===== src/rtl/traffic_cmd_ctrl.sv =====
// Command front end for the traffic_light bus: synchronises and debounces board
// buttons/switches, then issues guarded one-cycle instruction strobes.
module traffic_cmd_ctrl #(
  parameter int                  DB_WIDTH  = 16,
  parameter logic [DB_WIDTH-1:0] DB_CYCLES = 16'd50000
) (
  input  logic       clk,
  input  logic       rst,
  input  logic       btn_send,
  input  logic       btn_go,
  input  logic       btn_stop,
  input  logic [1:0] sw_sel,
  input  logic       sw_color,
  input  logic       sw_start,
  input  logic [3:0] sw_time,
  output logic       inst_send,
  output logic [1:0] traffic_sel,
  output logic       color_sel,
  output logic       start_color,
  output logic [3:0] input_time,
  output logic       is_running,
  output logic       err
);

  // state | meaning
  // CFG   | idle, accepting configuration sends and go
  // SEND  | inst_send strobe cycle, fields already stable
  // RUN   | lights running, config locked out
  typedef enum logic [1:0] {CFG, SEND, RUN} state_t;

  localparam logic [DB_WIDTH-1:0] DB_LOAD = DB_CYCLES - {{(DB_WIDTH-1){1'b0}}, 1'b1};

  state_t              state;
  logic [2:0]          btn_s1, btn_s2, btn_stable, btn_rise;
  logic [DB_WIDTH-1:0] db_cnt [3];
  logic [7:0]          sw_s1, sw_s2;
  logic [3:0]          g_zero, r_zero;

  logic       send_p, go_p, stop_p;
  logic [1:0] sel_s;
  logic       color_s, start_s;
  logic [3:0] time_s;

  assign send_p = btn_rise[0];
  assign go_p   = btn_rise[1];
  assign stop_p = btn_rise[2];
  assign {sel_s, color_s, start_s, time_s} = sw_s2;

  always_ff @(posedge clk or negedge rst) begin
    if (!rst) begin
      btn_s1 <= '0;
      btn_s2 <= '0;
      sw_s1  <= '0;
      sw_s2  <= '0;
    end else begin
      btn_s1 <= {btn_stop, btn_go, btn_send};
      btn_s2 <= btn_s1;
      sw_s1  <= {sw_sel, sw_color, sw_start, sw_time};
      sw_s2  <= sw_s1;
    end
  end

  // Down-counter reloads whenever the input agrees with the stable level,
  // so any bounce restarts the full DB_CYCLES window.
  always_ff @(posedge clk or negedge rst) begin
    if (!rst) begin
      btn_stable <= '0;
      btn_rise   <= '0;
      for (int i = 0; i < 3; i++) db_cnt[i] <= '0;
    end else begin
      for (int i = 0; i < 3; i++) begin
        btn_rise[i] <= 1'b0;
        if (btn_s2[i] == btn_stable[i]) begin
          db_cnt[i] <= DB_LOAD;
        end else if (db_cnt[i] == '0) begin
          btn_stable[i] <= btn_s2[i];
          btn_rise[i]   <= btn_s2[i];
          db_cnt[i]     <= DB_LOAD;
        end else begin
          db_cnt[i] <= db_cnt[i] - {{(DB_WIDTH-1){1'b0}}, 1'b1};
        end
      end
    end
  end

  always_ff @(posedge clk or negedge rst) begin
    if (!rst) begin
      state       <= CFG;
      inst_send   <= 1'b0;
      err         <= 1'b0;
      is_running  <= 1'b0;
      traffic_sel <= '0;
      color_sel   <= 1'b0;
      start_color <= 1'b0;
      input_time  <= '0;
      g_zero      <= '0;
      r_zero      <= '0;
    end else begin
      inst_send <= 1'b0;
      err       <= 1'b0;
      case (state)
        CFG: begin
          if (stop_p) begin
            state <= CFG;
          end else if (go_p) begin
            if (|(g_zero & r_zero)) begin
              err <= 1'b1;
            end else begin
              state      <= RUN;
              is_running <= 1'b1;
            end
          end else if (send_p) begin
            traffic_sel <= sel_s;
            color_sel   <= color_s;
            start_color <= start_s;
            input_time  <= time_s;
            if (color_s) g_zero[sel_s] <= (time_s == 4'd0);
            else         r_zero[sel_s] <= (time_s == 4'd0);
            state     <= SEND;
            inst_send <= 1'b1;
          end
        end
        SEND: state <= CFG;
        RUN: begin
          if (stop_p) begin
            state      <= CFG;
            is_running <= 1'b0;
          end else if (!go_p && send_p) begin
            err <= 1'b1;
          end
        end
        default: begin
          state      <= CFG;
          is_running <= 1'b0;
        end
      endcase
    end
  end

endmodule


===== config.mk =====
export PLATFORM = sky130hd
export DESIGN_NAME = traffic_cmd_ctrl
export DESIGN_NICKNAME = d
export VERILOG_FILES = /design/src/rtl/traffic_cmd_ctrl.sv
export SDC_FILE = /design/constraint.sdc
export NUM_CORES = 1
export LEC_CHECK = 0
export ABC_AREA = 1
export BUFFER_PORTS_ARGS = -buffer_cell sky130_fd_sc_hd__buf_4
export CORE_UTILIZATION = 50
export CTS_CLUSTER_DIAMETER = 120
export CTS_CLUSTER_SIZE = 14
export DETAILED_ROUTE_END_ITERATION = 12
export HOLD_SLACK_MARGIN = 0.08
export PLACE_DENSITY = 0.78
export SLEW_MARGIN = 25
export SYNTH_ARGS = -nofsm -noshare
export SYNTH_HDL_FRONTEND = slang
export SYNTH_SLANG_ARGS = --single-unit

===== constraint.sdc =====
create_clock -name clk -period 1.3 [get_ports clk]
set_clock_uncertainty 0.2 [all_clocks]
set_input_delay 0.26 -clock clk [delete_from_list [all_inputs] [get_ports clk]]
set_output_delay 0.26 -clock clk [all_outputs]
set_load 0.01 [all_outputs]

==> metrics <==
first-pass GRT wire length 17940 um; count of pins over their slew limit 0; # rows 34; Die X-Extent 97.09 um; Skew-Pair Late Insertion Delay roughly 0.38 ns; Internal Dissipation 0.004187 W; setup repair after global routing missed its margin yes; maximum vdd drop roughly 660 uV; Switching Fraction between 20% and 30%; Clock Path Buffers 2; CTS root buf clkbuf_8; final instance area 6555 um^2; Global Route met2 Usage 40.52%; CP Max Fanout 6; H-tree levels 3; met1 GRT Util 29.54%; sw power 0.001551 W; drt pass-1 iters 5; WP data required 1.41 ns; Avg Vias per Cell 5.421; worst path arrival time 1.69 ns; Max Cap Violations 0; Tcrit/Tclk final 121.7%; xor and xnor area share after synthesis under 10%; drt wl/cell 17.33 um; sequential share of the synthesized area 53.69%; power per standard cell area ~900 nW/um^2; M3 GR Usage under 10%; WHS approximately 0.15 ns; Design Power 0.005738 W; I/O pins 24; Worst setup EP type flop; fin crit period about 1.6 ns; GR Overflow Total 0; mapped cell area between 4000 and 5000 um^2; largest net degree at the start of global routing 74; post-route DRC violation count 0; Vias 4017; critical path type reg2reg; global-route usage over all layers 23.89%; routed wire length about 13000 um; Hold Fails Final Rpt 0; RD Place Congestion ~0.81; Final Setup Violations 80; clock-pin slew on the worst setup and hold paths 0.11 ns; Critical Path Start Type flop; Compound-Gate Fraction of Synth Area around 2.0%; ANT cells 0; Die ar. between 9000 and 10000 um^2; Clock Power Share 38.6%; multiplexer share of the synthesized area 0%; Layout area overhead 45.00%; Avg Cell Area, Syn 9.041 um^2; placed cell areas 5314 um^2; Gate Count Post-Synth 500; fraction of layout cells with a size suffix above 1 49.76%; DR iter-0 viols 221; CTS Buf Count 9; most common cell after layout, fill and taps aside nand2_1; hpwl dp ~6400 um; combinational share of power ~7%; Worst Max-Slew Pin Slew 0.4027 ns; Adder-Cell Fraction of Synth Area 1.661%; Synth warnings 0; Seq cells post-synth 97; initial antenna violation count 0; die height 97.09 um; f_max ~0.63 GHz; Port Buffers 23; status finished, violations left; global routing's busiest layer met2; clock tree sinks 97; vias in the first global route 3935; Initial Util 51.84%; most frequent cells in the layout nand2_1 (102), dfrtp_1 (87), buf_4 (87); Leak Pwr 3.043 nW; synthesized net count 519; Routed Antenna Nets 0; largest family of logic cells by synthesized area simple AND/OR/NAND/NOR gates; failing checks setup timing; Flop pwr share 54.5%; Worst slew margin 73.16%; final setup margin -0.2820 ns; TritonCTS clock tree yes; count of cell types in the netlist 27; Synth Area in Simple Gates 34.51%; HP Class reg2reg; nets@finish ~650; core footprint 8721 um^2
[path summary, 6_finish.rpt]
kind	end	slack (ns)	cells after the start	startpoint
max reg2reg	db_cnt[11]	-0.28	7	db_cnt[2]
max in group asynchronous	db_cnt[44]	0.33	3	rst
min	btn_s2[0]	0.15	0	btn_s1[0]
min reg2reg	btn_s2[0]	0.15	0	btn_s1[0]
min in group asynchronous	db_cnt[30]	0.22	3	rst
max	db_cnt[11]	-0.28	7	db_cnt[2]
[cell usage after synthesis, drive strengths merged]
cell / number / area share [%]
a21oi: 5 / 0.55
buf: 1 / 0.11
dfrtp: 97 / 54
ha: 6 / 1.7
inv: 49 / 4.3
nand2: 152 / 15
nand3: 45 / 6.2
nand3b: 2 / 0.42
nand4: 3 / 0.55
nor2: 100 / 11
nor3: 4 / 0.44
nor4: 1 / 0.47
o21ai: 13 / 1.4
or2: 3 / 0.42
xnor2: 10 / 1.9
xor2: 9 / 1.7
[logic make-up (layout without fill, tap and decap cells)]
| family | count (synthesis) | count (layout) |
|---|---|---|
| xor gates and xnor gates | 19 | 19 |
| DFF | 97 | 97 |
| and+or+nand+nor | 310 | 310 |
| buffers and inverters | 50 | 183 |
| AOI/OAI and AO/OA | 18 | 18 |
| adders and majority gates | 6 | 6 |
[power groups by stage]
stage | registers (W) | logic [W] | clock network [W]
final | 0.00313 | 0.000399 | 0.00221
after global routing | 0.00313 | 0.000430 | 0.00233
after global placement | 0.00316 | 0.000266 | 0
after floorplan | 0.00316 | 0.000117 | 0
after detailed placement | 0.00317 | 0.000276 | 0
after CTS | 0.00311 | 0.000359 | 0.00217
[registers in the layout, indices dropped and copies added, names as in the netlist, 3 cells and up]
| register | count |
|---|---|
| btn_s1 | 3 |
| db_cnt | 48 |
| btn_stable | 3 |
| g_zero | 4 |
| r_zero | 4 |
| sw_s1 | 8 |
| input_time | 4 |
| sw_s2 | 8 |
| btn_rise | 3 |
| btn_s2 | 3 |
[what timing repair did]
| action | CTS | global route |
|---|---|---|
| pin swaps | 44 | 35 |
| hold endpoints to repair | 108 | 0 |
| gates cloned | 1 | 0 |
| setup buffers | 8 | 15 |
| resized for setup | 94 | 98 |
| hold buffers | 12 | 0 |
| setup endpoints to repair | 81 | 82 |
[layer usage]
metal  part of all wire [%]  wire length (um)
met1                     38              4855
met3                    4.4               559
met2                     53              6850
met4                    4.5               580
met5                      0                 0
[layout make-up]
type / instances / area (um^2)
clock buffer: 9 / 123.9
sequential: 97 / 2440
clock inverter: 7 / 95.09
multi-input combinational: 353 / 2552
tap: 108 / 135.1
timing repair buffer: 118 / 999.7
fill: 510 / 2166
inverter: 49 / 209.0
[through the flow]
step / std cells / utilization (%) / setup TNS (ns) / worst slack (ns)
after global placement: 689 / 60.93 / -5.129 / -0.1228
after floorplan: 500 / - / -2.143 / -0.07113
final: 741 / 75.17 / -13.86 / -0.2820
after detailed placement: 689 / 60.93 / -7.445 / -0.1685
after global routing: 741 / 75.17 / -17.50 / -0.3752
after CTS: 726 / 69.87 / -8.541 / -0.1618
[worst max-delay path: stages (launching register included)]
cell,delay [ns]
dfrtp_1,0.44
nor2_2,0.18
nand2_4,0.10
nor2_4,0.21
nand2_1,0.09
nand2_1,0.09
nand2_1,0.05
nor2_1,0.16
No activity file was read; power rests on OpenSTA's default activity.
